===== src/rtl/serial_adder_ctrl.sv =====
// Bit-serial adder: one full-adder slice per clock, LSB first, start/busy/done handshake.
// Define SERIAL_ADDER_OVF_EN to add the registered two's-complement overflow output ovf.
module serial_adder_ctrl #(
  parameter int WIDTH = 64
) (
  input  logic             clk,
  input  logic             rst_n,
  input  logic             start,
  input  logic [WIDTH-1:0] a,
  input  logic [WIDTH-1:0] b,
  input  logic             cin,
  output logic             busy,
  output logic             done,
  output logic [WIDTH-1:0] sum,
  output logic             cout
`ifdef SERIAL_ADDER_OVF_EN
  ,
  output logic             ovf
`endif
);

  localparam int CW = (WIDTH > 1) ? $clog2(WIDTH) : 1;
  localparam logic [CW-1:0] LAST = CW'(WIDTH - 1);

  typedef enum logic [1:0] {
    S_IDLE,
    S_RUN,
    S_DONE
  } state_e;

  state_e           state_q, state_d;
  logic [WIDTH-1:0] a_sh_q, a_sh_d;
  logic [WIDTH-1:0] b_sh_q, b_sh_d;
  logic [WIDTH-1:0] part_q, part_d;
  logic [WIDTH-1:0] sum_q, sum_d;
  logic [CW-1:0]    cnt_q, cnt_d;
  logic             c_q, c_d;
  logic             cout_q, cout_d;

  logic             bit_s;
  logic             bit_c;
  logic [WIDTH:0]   part_wide;
  logic [WIDTH-1:0] part_next;
  logic             finishing;

  // Single full-adder slice; the new sum bit enters at the MSB so the LSB lands at bit 0.
  assign bit_s     = a_sh_q[0] ^ b_sh_q[0] ^ c_q;
  assign bit_c     = (a_sh_q[0] & b_sh_q[0]) | (a_sh_q[0] & c_q) | (b_sh_q[0] & c_q);
  assign part_wide = {bit_s, part_q};
  assign part_next = part_wide[WIDTH:1];
  assign finishing = (state_q == S_RUN) && (cnt_q == LAST);

  // NOTE: every next-state signal gets a default first so this block can never infer a latch.
  always_comb begin
    state_d = state_q;
    a_sh_d  = a_sh_q;
    b_sh_d  = b_sh_q;
    part_d  = part_q;
    sum_d   = sum_q;
    cnt_d   = cnt_q;
    c_d     = c_q;
    cout_d  = cout_q;
    unique case (state_q)
      S_IDLE: begin
        if (start) begin
          a_sh_d  = a;
          b_sh_d  = b;
          c_d     = cin;
          cnt_d   = '0;
          part_d  = '0;
          state_d = S_RUN;
        end
      end
      S_RUN: begin
        a_sh_d = a_sh_q >> 1;
        b_sh_d = b_sh_q >> 1;
        c_d    = bit_c;
        part_d = part_next;
        cnt_d  = cnt_q + CW'(1);
        if (finishing) begin
          sum_d   = part_next;
          cout_d  = bit_c;
          state_d = S_DONE;
        end
      end
      S_DONE:  state_d = S_IDLE;
      default: state_d = S_IDLE;
    endcase
  end

  // NOTE: sequential state uses non-blocking assignments; every register, datapath included, clears on reset.
  always_ff @(posedge clk or negedge rst_n) begin
    if (!rst_n) begin
      state_q <= S_IDLE;
      a_sh_q  <= '0;
      b_sh_q  <= '0;
      part_q  <= '0;
      sum_q   <= '0;
      cnt_q   <= '0;
      c_q     <= 1'b0;
      cout_q  <= 1'b0;
    end else begin
      state_q <= state_d;
      a_sh_q  <= a_sh_d;
      b_sh_q  <= b_sh_d;
      part_q  <= part_d;
      sum_q   <= sum_d;
      cnt_q   <= cnt_d;
      c_q     <= c_d;
      cout_q  <= cout_d;
    end
  end

  assign busy = (state_q == S_RUN);
  assign done = (state_q == S_DONE);
  assign sum  = sum_q;
  assign cout = cout_q;

`ifdef SERIAL_ADDER_OVF_EN
  // Operand MSBs are kept aside because the shift registers have consumed them by completion.
  logic a_msb_q, b_msb_q, ovf_q;

  always_ff @(posedge clk or negedge rst_n) begin
    if (!rst_n) begin
      a_msb_q <= 1'b0;
      b_msb_q <= 1'b0;
      ovf_q   <= 1'b0;
    end else begin
      if ((state_q == S_IDLE) && start) begin
        a_msb_q <= a[WIDTH-1];
        b_msb_q <= b[WIDTH-1];
      end
      if (finishing) begin
        ovf_q <= (a_msb_q == b_msb_q) && (part_next[WIDTH-1] != a_msb_q);
      end
    end
  end

  assign ovf = ovf_q;
`endif

endmodule


===== config.mk =====
export PLATFORM = sky130hd
export DESIGN_NAME = serial_adder_ctrl
export DESIGN_NICKNAME = d
export VERILOG_FILES = /design/src/rtl/serial_adder_ctrl.sv
export SDC_FILE = /design/constraint.sdc
export NUM_CORES = 1
export LEC_CHECK = 0
export CORE_MARGIN = 10
export CORE_UTILIZATION = 40
export DETAILED_ROUTE_END_ITERATION = 16
export PLACE_DENSITY_LB_ADDON = 0.2
export SLEW_MARGIN = 25
export SYNTH_ARGS = -nofsm -noshare
export SYNTH_HDL_FRONTEND = slang
export SYNTH_SLANG_ARGS = --single-unit

===== constraint.sdc =====
create_clock -name clk -period 1.7 [get_ports clk]
set_input_delay 0.255 -clock clk [delete_from_list [all_inputs] [get_ports clk]]
set_output_delay 0.255 -clock clk [all_outputs]
set_load 0.05 [all_outputs]

# Word-level counts from Yosys, hierarchy flattened
# Index checks and enable logic that the tools add are counted.
[op_classes]
n_div = 0
muxes = 13
bitwise_logic = 7
add_sub_neg = 1
magnitude_cmp = 0
eq_ne = 5
shift = 0
mul = 0
n_reduce_logical = 6
[ops]
columns = ["op", "count"]
rows = [
  ["one-hot mux 64 bit (2 select lines)", 3],
  ["2-to-1 mux 64 bit", 3],
  ["one-hot mux 6 bit (2 select lines)", 1],
  ["adder 6 x 1 -> 6 bit, second input constant", 1],
  ["== test 6 bit, second input constant", 1],
  ["2-to-1 mux 6 bit", 1],
  ["AND reduction 2 bit", 3],
  ["2-to-1 mux 2 bit", 2],
  ["one-hot mux 2 bit (2 select lines)", 1],
  ["bitwise AND 1 bit", 3],
  ["== test 2 x 1 -> 1 bit, second input constant", 1],
  ["== test 2 bit, second input constant", 1],
  ["zero test 2 bit", 1],
  ["inequality test 2 x 1 -> 1 bit, second input constant", 1],
  ["inequality test 2 bit, second input constant", 1],
  ["OR 1 bit", 2],
  ["one-hot mux 1 bit (2 select lines)", 1],
  ["nonzero test 2 bit", 1],
  ["bitwise XOR 1 bit", 2],
  ["logical AND 1 bit", 1],
  ["2-to-1 mux 1 bit", 1],
]
[word_totals]
output_inout_bits = 67
mem_bits_ro = 0
reg_bits = 266
input_bits = 132
mem_bits_rw = 0
wordCells = 40
n_memories = 0
latch_bits = 0

# Logic depth before layout (Yosys ltp)
[logic_depth]
depth_word = 4
depth_mapped = 7
depth_no_buf = 4

# Least setup slack after synthesis
# Ideal clock, no wire load.
[synth_timing]
path_kind = "register -> output"
startpoint = "reg state_q[1]"
endpoint = "out done"
slack_ns = -0.265
path_stages_with_launch = 5
arrival_time_ns = 1.710
t_required_ns = 1.445
cell_sequence = "dfrtp_1 -> buf_2 -> clkbuf_1 -> clkbuf_1 -> nor2b_1"
[synth_via]
elab_chain_cells = 1
[synth_rtl]
columns = ["element", "line_no", "rtl"]
rows = [
  ["start, declared", "31", "state_e state_q, state_d;"],
  ["start signal, assigned", "103", "state_q <= state_d;"],
  ["== test 2 bit", "115", "assign done = (state_q == S_DONE);"],
  ["end, declared", "13", "output logic done,"],
]
# No other way between the ends.

# Worst setup path after layout
# Ends and elaborated chain as after synthesis.

==> impl_metrics.prom <==
# TYPE chip_impl_metric gauge
chip_impl_metric{name="max_slew.worst_pin.slew",unit="ns"} 0.512
chip_impl_metric{name="internal_power",unit="uW"} 15200
chip_impl_metric{name="h-tree-depth",unit=""} 1
chip_impl_metric{name="num_io_pins",unit=""} 199
chip_impl_metric{name="holdWs",unit="ns"} 0.259
chip_impl_metric{name="switching_power",unit="uW"} 7150
chip_impl_metric{name="detail_route.wl_per_cell",unit="um"} 19.2
chip_impl_metric{name="wirelength",unit="um"} 30900
chip_impl_metric{name="seq_power_share",unit=""} 0.444
chip_impl_metric{name="drt.antenna.violating_nets",unit=""} 0
chip_impl_info{name="synth_most_common_cell",value="sky130_fd_sc_hd__dfrtp_1"} 1
chip_impl_metric{name="synth_largest_type_area_fraction",unit=""} 0.588
chip_impl_metric{name="slew_headroom",unit=""} 0.659
chip_impl_metric{name="nets_in_the_synthesized_netlist",unit=""} 1117
chip_impl_metric{name="combPwrFrac",unit=""} 0.283
chip_impl_metric{name="final_report_max_slew_violation_count",unit=""} 0
chip_impl_info{name="crit-reg2reg-capture",value="sum[25]"} 1
chip_impl_info{name="synth_common_cells",value="sky130_fd_sc_hd__dfrtp_1, sky130_fd_sc_hd__o21ai_0, sky130_fd_sc_hd__a22oi_1"} 1
chip_impl_metric{name="power.density",unit="nW/um^2"} 1430
chip_impl_info{name="hold-path-endpoint",value="a_sh_q[41]"} 1
chip_impl_metric{name="drc",unit=""} 0
chip_impl_metric{name="cts.sink_count",unit=""} 265
chip_impl_metric{name="worstPathArrival",unit="ns"} 1.54
chip_impl_metric{name="first_global_vias",unit=""} 8722
chip_impl_metric{name="gr-usage-all-layers",unit=""} 0.161
chip_impl_metric{name="final_layout_net_count",unit=""} 1339
chip_impl_info{name="grt_setup_unrepaired",value="yes"} 1
chip_impl_metric{name="static-leakage-power",unit="uW"} 0.00686
chip_impl_metric{name="setup-violations-final",unit=""} 58
chip_impl_metric{name="drt_first_pass_iters",unit=""} 5
chip_impl_metric{name="final.period_utilization",unit=""} 1.06
chip_impl_metric{name="rows",unit=""} 61
chip_impl_metric{name="synth_seq_cells",unit=""} 265
chip_impl_metric{name="fmax",unit="MHz"} 556
chip_impl_info{name="cts_tree",value="built"} 1
chip_impl_metric{name="cts.reportedPaths.clkPinSlew",unit="ns"} 0.06
chip_impl_info{name="regToRegStartpoint",value="state_q[1]"} 1
chip_impl_metric{name="portBuffers",unit=""} 198
chip_impl_info{name="critical_path.startpoint_type",value="flip-flop"} 1
chip_impl_metric{name="total_power",unit="uW"} 22300
chip_impl_metric{name="period_minus_slack",unit="ns"} 1.80
chip_impl_metric{name="fin_worst_skew",unit="ns"} 0.00812
chip_impl_metric{name="detail_route.vias_per_cell",unit=""} 5.39
chip_impl_metric{name="power_frac_clock",unit=""} 0.273
chip_impl_metric{name="drv.max_cap_violation_count",unit=""} 0
chip_impl_metric{name="antenna_violations_before_repair",unit=""} 2
chip_impl_metric{name="pre_cts_slack",unit="ns"} 0.00179
chip_impl_metric{name="overflow",unit=""} 0
chip_impl_metric{name="routed-via-count",unit=""} 8655
chip_impl_info{name="critical_path.most_common_cell",value="sky130_fd_sc_hd__buf_12"} 1
chip_impl_metric{name="die-height",unit="um"} 188
chip_impl_metric{name="final_core_utilization",unit=""} 0.561
chip_impl_metric{name="detail_route.iter0.violations",unit=""} 672
chip_impl_info{name="netlist.top_cell.by_area",value="sky130_fd_sc_hd__dfrtp_1"} 1
chip_impl_metric{name="netlist_area",unit="um^2"} 11300
chip_impl_metric{name="hold_viol",unit=""} 0
chip_impl_metric{name="cts_inserted_buffers",unit=""} 28
chip_impl_metric{name="synthToLayoutAreaGrowth",unit="%"} 38.3
chip_impl_info{name="root_buffer",value="sky130_fd_sc_hd__clkbuf_16"} 1
chip_impl_metric{name="worst_stage_delay_on_the_critical_path",unit="ns"} 0.49
chip_impl_metric{name="ir_drop",unit="mV"} 0.927
chip_impl_metric{name="switching_share",unit=""} 0.321
chip_impl_info{name="cell_breakdown_of_the_critical_path",value="buf_12, buf_12, nor2b_4, buf_12"} 1
chip_impl_info{name="synth.top_cells.by_area",value="sky130_fd_sc_hd__dfrtp_1, sky130_fd_sc_hd__a22oi_1, sky130_fd_sc_hd__o21ai_0"} 1
chip_impl_metric{name="core_area",unit="um^2"} 27800
chip_impl_metric{name="synth_seq_area_share",unit=""} 0.588
chip_impl_metric{name="first_pass_grt_wire_length",unit="um"} 48100
chip_impl_metric{name="fin_ws",unit="ns"} -0.0997
chip_impl_info{name="slowest_stage_cell_crit_path",value="sky130_fd_sc_hd__dfrtp_4"} 1
chip_impl_metric{name="clkLatencyLatePin",unit="ns"} 0.53
chip_impl_info{name="run_status",value="complete, but fails checks"} 1
chip_impl_metric{name="die_area",unit="um^2"} 35300
chip_impl_info{name="hold_path_startpoint",value="start"} 1
chip_impl_metric{name="setup.reg_to_reg.worst_slack",unit="ns"} -0.06
chip_impl_metric{name="globalplace.congestion",unit=""} 0.780
chip_impl_metric{name="cell_total_after_placement",unit=""} 1522
chip_impl_metric{name="drive_gt1_frac",unit=""} 0.223
chip_impl_metric{name="crit_fanout",unit=""} 2
chip_impl_info{name="min-delay-path-class",value="input pin to flip-flop"} 1
chip_impl_metric{name="whs_path_depth",unit=""} 4
chip_impl_metric{name="post_synth_num_cell_types",unit=""} 32
chip_impl_metric{name="chipWidth",unit="um"} 188
chip_impl_metric{name="count_of_flip_flops_with_a_built_in_enable_after_synthesis",unit=""} 0
chip_impl_metric{name="worst-endpoint-required",unit="ns"} 1.44
chip_impl_metric{name="worst_r2r_path_depth",unit=""} 6
chip_impl_metric{name="antenna-diode-count",unit=""} 0
chip_impl_info{name="violations_in_the_final_reports",value="setup timing"} 1
chip_impl_metric{name="synthCells",unit=""} 983
chip_impl_metric{name="place.detailed.hpwl",unit="um"} 19400
chip_impl_info{name="cp-end-kind",value="output pin"} 1
chip_impl_info{name="yosys_most_used_dff",value="sky130_fd_sc_hd__dfrtp_1"} 1
chip_impl_metric{name="yosysWarnings",unit=""} 0
chip_impl_metric{name="grt_max_degree",unit=""} 64
chip_impl_metric{name="floorplan.initialDensity",unit=""} 0.406
chip_impl_metric{name="post_synth.cell_area_avg",unit="um^2"} 11.5
chip_impl_metric{name="ctsLongestPathBuffers",unit=""} 3
chip_impl_metric{name="synth_async_sr_flop_share",unit=""} 1.00
chip_impl_info{name="setup_cp_type",value="flip-flop to output pin"} 1
chip_impl_metric{name="finalNonFillerCells",unit=""} 1605
-- registers in the layout (all words and copies together), names as in the netlist --
name and flops:
cout 1, state_q 2, a_sh_q 64, c_q 1, sum 64, b_sh_q 64
cnt_q 6, part_q 63
-- cell families (layout without fill, tap and decap cells) --
| group | after synthesis | after routing | share of synthesized area |
|---|---|---|---|
| AO/OA/AOI/OAI | 405 | 405 | 0.229 |
| multiplexers | 66 | 66 | 0.0658 |
| XOR/XNOR | 1 | 1 | 0.000777 |
| AND/OR/NAND/NOR | 154 | 154 | 0.0734 |
| flip-flops | 265 | 265 | 0.588 |
| adder cells (fa/ha/maj) | 2 | 2 | 0.00289 |
| buffers and inverters | 90 | 334 | 0.0394 |
-- how the worst max path moves through the flow --
stage,cells past startpoint,to,startpoint
floorplan,6,sum[13],cnt_q[0]
global placement,6,sum[38],cnt_q[0]
detailed placement,6,sum[55],cnt_q[0]
CTS,4,done,state_q[1]
global route,4,done,state_q[1]
finish,4,done,state_q[1]
-- placed cells by master, fill, tap and decap left out, drive strengths merged, types with 7 or more instances in the layout --
cell type | synthesis | layout
o21ai | 134 | 134
nor2b | 78 | 78
buf | 38 | 137
clkinv | 0 | 7
clkbuf | 50 | 51
nand2 | 62 | 62
mux2 | 65 | 65
clkdlybuf4s50 | 0 | 129
a22oi | 124 | 124
a21oi | 81 | 81
a22o | 64 | 64
dfrtp | 265 | 265
-- layer usage --
metal	share of wire	GRT usage	up-vias
met4	0.014	0.0338	4
met2	0.47	0.252	211
met1	0.46	0.222	4359
met5	0.00094	0	-
met3	0.054	0.0380	37
li1	-	-	4044
-- final cells by class --
type | count | area [um^2]
flip-flops and latches | 265 | 6640
clock buffers | 41 | 851
fillers | 2391 | 12200
well taps | 378 | 473
inverters | 2 | 15.0
repair buffers | 280 | 3050
multi-input cells | 628 | 4470
clock inverters | 11 | 87.6
-- power groups by stage --
stage,clock (uW),combinational [uW],sequential [uW]
floorplan,0,3080,10400
global placement,0,5690,9870
detailed placement,0,5840,9910
CTS,6240,5950,9840
global route,6520,6930,10200
finish,6100,6310,9900
-- repair_timing --
action,CTS,global route
gates resized for setup,16,101
hold endpoints to repair,47,0
pin swaps,0,1
setup buffers,8,7
hold buffers,1,0
cloned,3,13
setup endpoints to repair,5,126
-- critical path, delay by kind of cell, from the launching register on --
kind	cells	cell delay [ns]
buffers and inverters	3	0.40
AND/OR/NAND/NOR	1	0.12
flip-flops	1	0.49
-- per-stage QoR --
stage          setup TNS (ns)  cell area (um^2)
6_report                -1.66             15600
5_1_grt                 -4.70             15600
4_1_cts                -0.187             14900
3_5_place_dp                0             13800
3_3_place_gp                0             13800
2_1_floorplan               0             11300
Power figures use the tool's default switching activity.
==> RTL edit, RTL diff (same settings) <==
Add a define of `SERIAL_ADDER_OVF_EN`.
--- a/src/rtl/serial_adder_ctrl.sv
+++ b/src/rtl/serial_adder_ctrl.sv
@@ -1,5 +1,7 @@
 // Bit-serial adder: one full-adder slice per clock, LSB first, start/busy/done handshake.
 // Define SERIAL_ADDER_OVF_EN to add the registered two's-complement overflow output ovf.
+`define SERIAL_ADDER_OVF_EN
+
 module serial_adder_ctrl #(
   parameter int WIDTH = 64
 ) (
Function (old outputs only; new: ovf): no difference found for any inputs over 10 cycles, from zero or initial values and one cycle with rst_n low; that may be too few to reach the edited logic, so the function may still have changed.
==> RTL edit against the unedited design <==
- the flow still finishes with violations (negative setup slack)
- worst setup slack gained 0.012 ns
- power rose by 8.4%
- final cell count up 3.5%
- cell area is 2.6% higher
- sequential share of layout area shrank 0.60 points
- clock skew is 0.0013 ns higher
- area after synthesis is 4.3% higher
- register-to-register slack gained 0.05 ns
- wire length up 11%
- sequential cell count up 3
- largest cell class unchanged
- largest power group unchanged
- highest routed layer is now met4
==> RTL edit: results (changes against the unedited design) <==
Finish
  – Layout Nets: 1387 (+3.6%)
  – Fin cells: 1661 (+3.5%)
  – Layout cells sized above 1: 20.5% (-1.8 points)

Yosys
  – Compound-cell area share of the yosys netlist: 24.4% (+1.4 points)
  – Multiplexer fraction of the synthesized cell area: 6.59% (about the same)
  – Sequential-to-total area share from yosys stat: 57.0% (-1.8 points)
  – Distinct cell type count after synthesis: 28 (-13%)
  – Area share of xor/xnor cells in the synthesized design: 0.0745% (-0.0032 points)
  – Syn Nets: 1181 (+5.7%)
  – Synth Area in Adders: 0.277% (-0.012 points)
  – Post-Synthesis Cells: 1047 (+6.5%)
  – Commonest cells in the netlist: dfrtp_1, o21ai_0, nor2b_1
  – Synth area leaders: dfrtp_1, a22oi_1, nor2b_1

Routing
  – Routed via count: 9171 (+6.0%)
  – 1st-iter DRT viols: 759 (+13%)
  – Wirelength per Cell: 20.5 um (+6.8%)
  – Drt pass-1 iters: 5 (unchanged)

Setup path
  – Reg2Reg Launch Point: cnt_q[1]
  – Critical Path Sink: done
  – Worst Path Arrival: 1.53 ns
  – R2R setup slack: -0.01 ns (+0.05 ns)
  – FF-to-FF End: sum[23]
  – Worst Path Max Fanout: 2 (unchanged)
  – Worst-case reg-to-reg path depth: 6 (unchanged)

Placement
  – Placed cell area: 14200 um^2 (+2.6%)
  – DP Wirelength: 19.6 mm (+0.86%)
  – Cells after DPL: 1572 (+3.3%)
  – DP Worst Slack: 0.0117 ns (+0.00990 ns)
  – Placer Congestion: 0.777 (-0.44%)
  – IO Port Bufs: 199 (+0.51%)

Clocking
  – Num CTS Buffers: 30 (+7.1%)
  – Clk root buf: clkbuf_16
  – # resized after CTS: 14 (-2)
  – Htree depth: 1 (unchanged)
  – # Post-CTS Setup Buffers: 7 (-1)

Pwr
  – Max VDD drop: 821 uV (-11%)
  – Pleak: 7.01 nW (+2.3%)

Global routing
  – Initial antenna violation count: 3 (+1)
  – Largest net degree at the start of global routing: 86 (+34%)
  – Global-route wire length before repair: 50.7 mm (+5.4%)
  – Tot GR Track Use: 16.7% (+0.59 points)
  – Number of global-route vias before repair: 9035 (+3.6%)

Outcome
  – Status: complete, but fails checks
  – Failing checks: negative setup slack

Worst hold path
  – Min-delay worst type: in -> reg
  – Hold path cells: 3 (-1)

Timing
  – Slew headroom: 66.5% (+0.57 points)
  – Setup_tns: -0.162 ns (+1.50 ns)
  – Clock skew: 0.00945 ns (+0.00133 ns)
  – Final setup fails: 6 (-90%)
  – Final WS setup: -0.0876 ns (+0.0121 ns)
## RTL edit: cell count changes after synthesis, moves of 5 or more
| cell | before | now |
|---|---|---|
| nor2b_1 | 78 | 129 |
| mux2_1 | 50 | 27 |
| buf_8 | 5 | 0 |
| mux2_2 | 15 | 40 |
| buf_1 | 0 | 5 |
| nand2_1 | 62 | 10 |
| a21oi_1 | 81 | 127 |
| inv_1 | 1 | 6 |
## RTL edit: power breakdown
group / internal [mW] / switching [mW] / total (mW) / leakage (nW)
combinational: 3.75 / 3.89 / 7.64 / 3.01
clock: 3.72 / 2.59 / 6.31 / 0.470
sequential: 8.55 / 1.67 / 10.2 / 3.53
## RTL edit: how the worst min path moves through the flow
stage	from	to	slack, ns
global route	rst_n	b_sh_q[3]	0.18
floorplan	rst_n	a_msb_q	-0.04
detailed placement	rst_n	b_sh_q[3]	0.15
CTS	start	b_sh_q[0]	0.11
global placement	rst_n	b_sh_q[3]	0.15
finish	start	b_sh_q[0]	0.14
## RTL edit: metal layers
layer  global-route usage [%]  share of wire, %  wire length (um)
met1                     24.1                47             16100
met2                     25.0                45             15500
met3                     3.81               6.1              2080
met4                     3.46               1.4               463
met5                        0                 0                 0
## RTL edit: layout make-up
type | count | area, um^2
antenna | 3 | 7.51
clock buffer | 43 | 881
clock inverter | 10 | 82.6
fill | 2508 | 12900
inverter | 6 | 35.0
multi-input combinational | 680 | 4890
sequential | 268 | 6710
tap | 384 | 480
timing repair buffer | 267 | 2890
## RTL edit: worst max-delay path, stage by stage (launching register included)
cell	delay (ns)
dfrtp_4	0.48
buf_8	0.13
buf_12	0.11
nor2b_4	0.12
buf_12	0.15
